$ cat src/rtl/tail_light_pkg.sv
// Shared types and the turn-lamp pattern helper for the tail light sequencer.
package tail_light_pkg;

    localparam int unsigned MAX_LAMPS = 8;

    typedef enum logic [1:0] {
        IDLE,
        LEFT,
        RIGHT,
        HAZ
    } mode_t;

    // Thermometer code: step k < n_lamps lights the lowest k+1 lamps, step n_lamps is dark.
    function automatic logic [MAX_LAMPS-1:0] lamp_pattern(input int unsigned step,
                                                          input int unsigned n_lamps);
        logic [MAX_LAMPS-1:0] v;
        v = '0;
        for (int unsigned i = 0; i < MAX_LAMPS; i++) begin
            if ((step < n_lamps) && (i <= step)) begin
                v[i[2:0]] = 1'b1;
            end
        end
        return v;
    endfunction

endpackage

$ cat src/rtl/tl_prescaler.sv
// Step prescaler: counts 0..TICK_DIV-1 while enabled, tick marks the last count.
module tl_prescaler #(
    parameter int unsigned TICK_DIV = 4
) (
    input  logic clk,
    input  logic reset,
    input  logic clear,
    input  logic en,
    output logic tick
);

    localparam int unsigned PW = (TICK_DIV > 1) ? $clog2(TICK_DIV) : 1;

    logic [PW-1:0] pre_q;
    logic [PW-1:0] pre_d;

    assign tick = (pre_q == PW'(TICK_DIV - 1));

    always_comb begin
        pre_d = pre_q;
        if (clear) begin
            pre_d = '0;
        end else if (en) begin
            pre_d = tick ? '0 : pre_q + PW'(1);
        end
    end

    always_ff @(posedge clk) begin
        if (reset) begin
            pre_q <= '0;
        end else begin
            pre_q <= pre_d;
        end
    end

endmodule

$ cat src/rtl/tail_light_seq.sv
// Tail light sequencer: turn thermometer sweeps, hazard flash and brake fill, registered lamps.
module tail_light_seq
    import tail_light_pkg::*;
#(
    parameter int unsigned N_LAMPS  = 3,
    parameter int unsigned TICK_DIV = 4
) (
    input  logic               clk,
    input  logic               reset,
    input  logic               left,
    input  logic               right,
    input  logic               hazard,
    input  logic               brake,
    output logic [N_LAMPS-1:0] light_l,
    output logic [N_LAMPS-1:0] light_r,
    output logic               active
);

    localparam int unsigned SW = $clog2(N_LAMPS + 1);

    generate
        if ((N_LAMPS < 2) || (N_LAMPS > MAX_LAMPS)) begin : g_bad_n_lamps
            $error("tail_light_seq: N_LAMPS must be in 2..8");
        end
        if ((TICK_DIV < 1) || (TICK_DIV > 65536)) begin : g_bad_tick_div
            $error("tail_light_seq: TICK_DIV must be in 1..65536");
        end
    endgenerate

    mode_t               mode_q, mode_d, req_mode;
    logic [SW-1:0]       step_q, step_d;
    logic [N_LAMPS-1:0]  light_l_d, light_r_d, brake_fill;
    logic                haz_req, tick, pre_clear, pre_en;

    assign haz_req    = hazard | (left & right);
    assign brake_fill = brake ? '1 : '0;

    tl_prescaler #(
        .TICK_DIV(TICK_DIV)
    ) u_prescaler (
        .clk  (clk),
        .reset(reset),
        .clear(pre_clear),
        .en   (pre_en),
        .tick (tick)
    );

    // Mode chosen whenever a sequence is allowed to (re)start.
    always_comb begin
        req_mode = IDLE;
        if (haz_req) begin
            req_mode = HAZ;
        end else if (left) begin
            req_mode = LEFT;
        end else if (right) begin
            req_mode = RIGHT;
        end
    end

    always_comb begin
        mode_d    = mode_q;
        step_d    = step_q;
        pre_en    = (mode_q != IDLE);
        pre_clear = 1'b0;
        unique case (mode_q)
            IDLE: begin
                mode_d    = req_mode;
                step_d    = '0;
                pre_clear = 1'b1;
            end
            LEFT, RIGHT: begin
                if (haz_req) begin
                    mode_d    = HAZ;
                    step_d    = '0;
                    pre_clear = 1'b1;
                end else if (tick) begin
                    if (step_q == SW'(N_LAMPS)) begin
                        mode_d = req_mode;
                        step_d = '0;
                    end else begin
                        step_d = step_q + SW'(1);
                    end
                end
            end
            HAZ: begin
                if (tick) begin
                    if (step_q == '0) begin
                        step_d = SW'(1);
                    end else begin
                        mode_d = req_mode;
                        step_d = '0;
                    end
                end
            end
            default: begin
                mode_d = IDLE;
                step_d = '0;
            end
        endcase
    end

    // Lamp image of the current state; registered below for the fixed one-cycle latency.
    always_comb begin
        light_l_d = brake_fill;
        light_r_d = brake_fill;
        unique case (mode_q)
            LEFT:    light_l_d = N_LAMPS'(lamp_pattern(32'(step_q), N_LAMPS));
            RIGHT:   light_r_d = N_LAMPS'(lamp_pattern(32'(step_q), N_LAMPS));
            HAZ: begin
                light_l_d = (step_q == '0) ? '1 : '0;
                light_r_d = (step_q == '0) ? '1 : '0;
            end
            default: ;
        endcase
    end

    always_ff @(posedge clk) begin
        if (reset) begin
            mode_q  <= IDLE;
            step_q  <= '0;
            light_l <= '0;
            light_r <= '0;
            active  <= 1'b0;
        end else begin
            mode_q  <= mode_d;
            step_q  <= step_d;
            light_l <= light_l_d;
            light_r <= light_r_d;
            active  <= (mode_q != IDLE);
        end
    end

endmodule
$ cat config.mk
export PLATFORM = sky130hd
export DESIGN_NAME = tail_light_seq
export DESIGN_NICKNAME = d
export VERILOG_FILES = /design/src/rtl/tail_light_pkg.sv /design/src/rtl/tl_prescaler.sv /design/src/rtl/tail_light_seq.sv
export SDC_FILE = /design/constraint.sdc
export NUM_CORES = 1
export LEC_CHECK = 0
export CAP_MARGIN = 20
export CORE_MARGIN = 2
export CORE_UTILIZATION = 30
export DETAILED_ROUTE_END_ITERATION = 10
export PLACE_DENSITY = 0.58
export SLEW_MARGIN = 20
export SYNTH_ARGS = -nofsm -noshare
export SYNTH_HDL_FRONTEND = slang
export SYNTH_SLANG_ARGS = --single-unit
$ cat constraint.sdc
create_clock -name clk -period 2.2 [get_ports clk]
set_input_delay 0.22 -clock clk [delete_from_list [all_inputs] [get_ports clk]]
set_output_delay 0.22 -clock clk [all_outputs]
set_load 0.02 [all_outputs]
---- Word-level counts from Yosys, hierarchy flattened ----
Cells that the tools add are included.
word-level totals
  bits of input ports ..................... 6
  ROM bits ................................ 0
  logic and storage cells ................. 56
  RAM bits ................................ 0
  register bits ........................... 13
  bits in latches ......................... 0
  output and inout port bits .............. 7
  memories ................................ 0
cells by class
  equal/unequal tests ..................... 9
  bitwise logic cells ..................... 2
  shift operators ......................... 0
  reductions and logical operators ........ 9
  add/subtract/negate cells ............... 2
  mux-type cells .......................... 25
  $mul .................................... 0
  divide/modulo/power cells ............... 0
  order comparisons ....................... 3
operators by type and width
  cell                                                                  count
  2-bit two-way mux                                                     13
  2-bit case mux with 3 select lines                                    2
  3-bit case mux with 2 select lines                                    2
  2-bit == test, second input constant                                  4
  3-bit two-way mux                                                     2
  1-bit two-way mux                                                     5
  2-bit by 1-bit adder with 2-bit output, second input constant         2
  2-bit logical NOT                                                     2
  4-bit AND reduction                                                   1
  2-bit OR reduction                                                    2
  3-bit by 2-bit != test with 1-bit output, second input constant       1
  3-bit != test, second input constant                                  1
  2-bit by 1-bit == test with 1-bit output, second input constant       1
  1-bit by 2-bit <= comparator with 1-bit output, first input constant  1
  2-bit <= comparator, first input constant                             1
  1-bit logical AND                                                     2
  2-bit < comparator, second input constant                             1
  2-bit by 1-bit != test with 1-bit output, second input constant       1
  2-bit != test, second input constant                                  1
  1-bit case mux with 2 select lines                                    1
  2-bit AND reduction                                                   1
  2-bit nonzero test                                                    1
  1-bit bitwise AND                                                     1
  1-bit OR                                                              1

---- Depth between registers and ports, before layout ----
  depth after elaboration ................. 7
  mapped depth ............................ 6
  depth with buffers taken out ............ 6

---- Modules after synthesis ----
A second synthesis with hierarchy kept.
unflattened totals
  cell total of the unflattened synthesis .. 77
  area, all modules ....................... 737.0 um^2
by module, submodules not included
  module          times used  cells an instance  area each (um^2)  seq. area each (um^2)
  tail_light_seq  1           69                 641.9             220.2
  tl_prescaler    1           8                  95.1              40.0

---- Worst setup path before layout ----
OpenSTA, ideal clock, no wires.
  path kind ............................... flip-flop to flip-flop
  start ................................... reg mode_q[0]
  end ..................................... reg u_prescaler.pre_q[0]
  path buffers ............................ 0
  setup slack ............................. 0.723 ns
  cell stages (with the launch flop) ...... 7
  data required time ...................... 2.072 ns
  clock period less this slack ............ 1.477 ns
  setup time .............................. 0.128 ns
  arrival time ............................ 1.350 ns
  path through ............................ dfxtp_1 -> inv_1 -> ha_1 -> inv_1 -> o31a_2 -> a32oi_1 -> nor2_1
between the ends
  cells in the longest elaborated chain, start to end .. 4
  elaborated cells on any way between the ends .. 7
  those cells by class .................... 2 x eq/ne; 1 x mux; 4 x reduce/logical
ends and longest elaborated chain
  what                                                                       line                   RTL
  from (decl)                                                                tail_light_seq.sv:30   mode_t mode_q, mode_d, req_mode;
  from (signal assigned)                                                     tail_light_seq.sv:125  mode_q <= mode_d;
  2-bit == test or 2-bit by 1-bit == test with 1-bit output (tied branches)  tail_light_seq.sv:65   unique case (mode_q)
  2-bit OR reduction                                                         tail_light_seq.sv:65
  1-bit case mux with 2 select lines                                         tail_light_seq.sv:65
  2-bit OR reduction (no source line)                                        n/a
  to (signal assigned)                                                       tl_prescaler.sv:32     pre_q <= pre_d;
  to (decl)                                                                  tl_prescaler.sv:14     logic [PW-1:0] pre_q;
Several ways; a longest one is shown, not always the timed one.
A chain may end at the register's enable or synchronous reset.

---- Worst setup path in the final report ----
  start ................................... reg mode_q[1]
  end ..................................... reg u_prescaler.pre_q[0]
The elaborated chain is that of the path after synthesis.

==> flow_summary.toml <==
[global_route]
top_usage_layer = "met2"
use_met3_pct = 2.87
grt_overflow = 0
grt_max_degree = 16
grt_pass1_wl_um = 2480
antenna_found_initial = 0
met1_usage_pct = 13.9
grt_pass1_vias = 581
grt.total_usage_pct = 12.9
met2_usage_pct = 22.2

[setup_path]
crit_arrival_ps = 1770
critPathSlowestCell = "dfxtp_1"
slowest_delay_ps = 430
rr_worst_depth = 6
crit_cells = 6
r2r_start = "mode_q[1]$_SDFFE_PP0P_"
critPathBufInv = 2
critical_path.cell_chain = "inv_1, ha_1, inv_1, o31a_2, a32oi_1, nor2_1"
worstSetupPathType = "reg2reg"
reg2reg_to = "u_prescaler.pre_q[0]$_SDFFE_PP0N_"
cp-start-kind = "flip-flop"
path_delay_family = "compound AO/OA/AOI/OAI gates"
worstPathRequired_ps = 2370
crit_fanout = 5
crit_path_end_kind = "flip-flop"
cpMostUsedCell = "inv_1"
r2r_slack_ps = 590

[cts]
cts_sinks = 13
path_clk_slew_ps = 80
clockBufferDepth = 2
cts_hold_buf = 0
cts_setup_buffers = 0
cts_max_level = 1
cts_tree = "yes"
cts-root-buf = "clkbuf_4"
cts_buffers = 3
cts_resized = 0
clock_latency_ps = 270

[logic_synthesis]
ys_seq_elements = 13
seq_area_frac_synth_pct = 38.4
synth.area.top_cells = "dfxtp_1 (38%), ha_1 (18%), nand2b_1 (4.6%)"
synth_nets = 87
synthCells = 71
yosysTopAreaCell = "dfxtp_1"
netlist_area_sq_um = 678
yosysUniqueCellTypes = 20
ys.warnings.count = 0
syn_avg_cell_area_sq_um = 9.55
synth_top_area_share_pct = 38.4

[sta]
fin_ws_ps = 594
drv_slew = 0
tns_ps = 0
fmax_ghz = 0.623
worstMarginPinSlew_ps = 203
setup_viol = 0
fin_crit_sh_pct = 73.0
max_slew_margin_pct = 86.3
period_needed_ps = 1610
hold_slack_ps = 530
hold_viol_final = 0
rsz0062_at_grt = "no"
skew_ps = 2.60

[power]
powerDensity_nw_per_um2 = 1240
peakVddDrop_uv = 656
power_mw = 1.07
leakage_nw = 0.358

[min_path]
hold-path-cell-count = 2
worstHoldStart = "u_prescaler.pre_q[1]$_SDFFE_PP0N_"
min_to = "u_prescaler.pre_q[1]$_SDFFE_PP0N_"
worst_hold_path_type = "reg2reg"

[detailed_routing]
first_iter_violations = 4
drtPass1Iterations = 3
wl_per_cell_um = 11.6
dr_total_vias = 544
antenna_left = 0
drc = 0
drt-total-wl_um = 1330
avgViaCountPerCell = 4.73

[floorplan]
coreArea_sq_um = 2170
start_util_pct = 31.3
dieArea_sq_um = 2660
ios = 13
rows = 17
die_height_um = 51.5
die_x_um = 51.5

[placement]
gp_congestion = 0.732
dp_slack_ps = 587
dp.final_hpwl_um = 1020
portBuffers = 12

[layout]
layout_common_cells = "dfxtp_1 (13), clkdlybuf4s50_1 (12), ha_1 (10)"
final_common_cell = "dfxtp_1"
syn_to_final_growth_pct = 27.3
nets = 104
utilization_pct = 39.8
antenna_cells = 0
drive_gt1_share_pct = 10.3

[flow_run]
drv_cap = 0

[status]
outcome = "complete, no violations"
[cells in the mapped netlist]
library cell / number
o21a_1: 2
a32oi_1: 2
nand4_1: 1
o21bai_1: 2
mux2i_1: 2
clkbuf_1: 1
or4_1: 1
a21oi_2: 2
ha_1: 10
o31a_2: 1
o41ai_2: 1
a21oi_1: 6
dfxtp_1: 13
nand2_1: 6
nor2b_1: 1
o221a_2: 1
inv_1: 6
nor2_1: 6
o31a_1: 2
nand2b_1: 5
[worst max path at each step]
stage                      startpoint  slack [ps]                           endpoint
2_1_floorplan  mode_q[0]$_SDFFE_PP0P_         720  u_prescaler.pre_q[0]$_SDFFE_PP0N_
3_5_place_dp                     left         590             step_q[0]$_SDFFE_PP0P_
4_1_cts        mode_q[0]$_SDFFE_PP0P_         610             mode_q[0]$_SDFFE_PP0P_
3_3_place_gp                     left         610             step_q[0]$_SDFFE_PP0P_
6_report       mode_q[1]$_SDFFE_PP0P_         590  u_prescaler.pre_q[0]$_SDFFE_PP0N_
5_1_grt        mode_q[1]$_SDFFE_PP0P_         480  u_prescaler.pre_q[0]$_SDFFE_PP0N_
[worst register-to-register path: stages (launching register included)]
cell and delay [ps]:
dfxtp_1 430, inv_1 110, ha_1 350, inv_1 50
o31a_2 340, a32oi_1 160, nor2_1 60
[power by group]
part           switching [mW]  internal [mW]  leakage [nW]
registers              0.0521          0.315         0.107
logic                   0.293          0.262         0.236
clock network          0.0764         0.0702        0.0150
total                   0.421          0.647         0.358
[sequential cells by signal (all words and copies together) (netlist names)]
signal,flops
mode_q,2
u_prescaler.pre_q,2
light_l,3
step_q,2
light_r,3
active,1
[metrics by stage]
step,cells,area [sq um]
floorplan,71,678
global placement,111,837
detailed placement,111,837
CTS,115,863
global route,115,863
finish,115,863
[area by class of cell]
cell class	instances	area [sq um]
fillers	239	1310
clock buffers	4	26.3
flip-flops and latches	13	260
inverters	6	22.5
repair buffers	13	128
multi-input cells	51	392
well taps	28	35.0
[cells by family (layout without fill, tap and decap cells)]
family / Yosys count / after routing / synth area share (%)
AOI/OAI and AO/OA: 19 / 19 / 22.1
adders and majority gates: 10 / 10 / 18.5
buffers and inverters: 7 / 23 / 3.87
DFF: 13 / 13 / 38.4
muxes: 2 / 2 / 2.95
and+or+nand+nor: 20 / 20 / 14.2
[layer usage]
metal  routed length [um]  vias up
met4                   41        0
li1                     -      279
met3                   71        4
met2                  630       14
met1                  586      247
met5                    0        -
(Power assumes the default switching activity.)
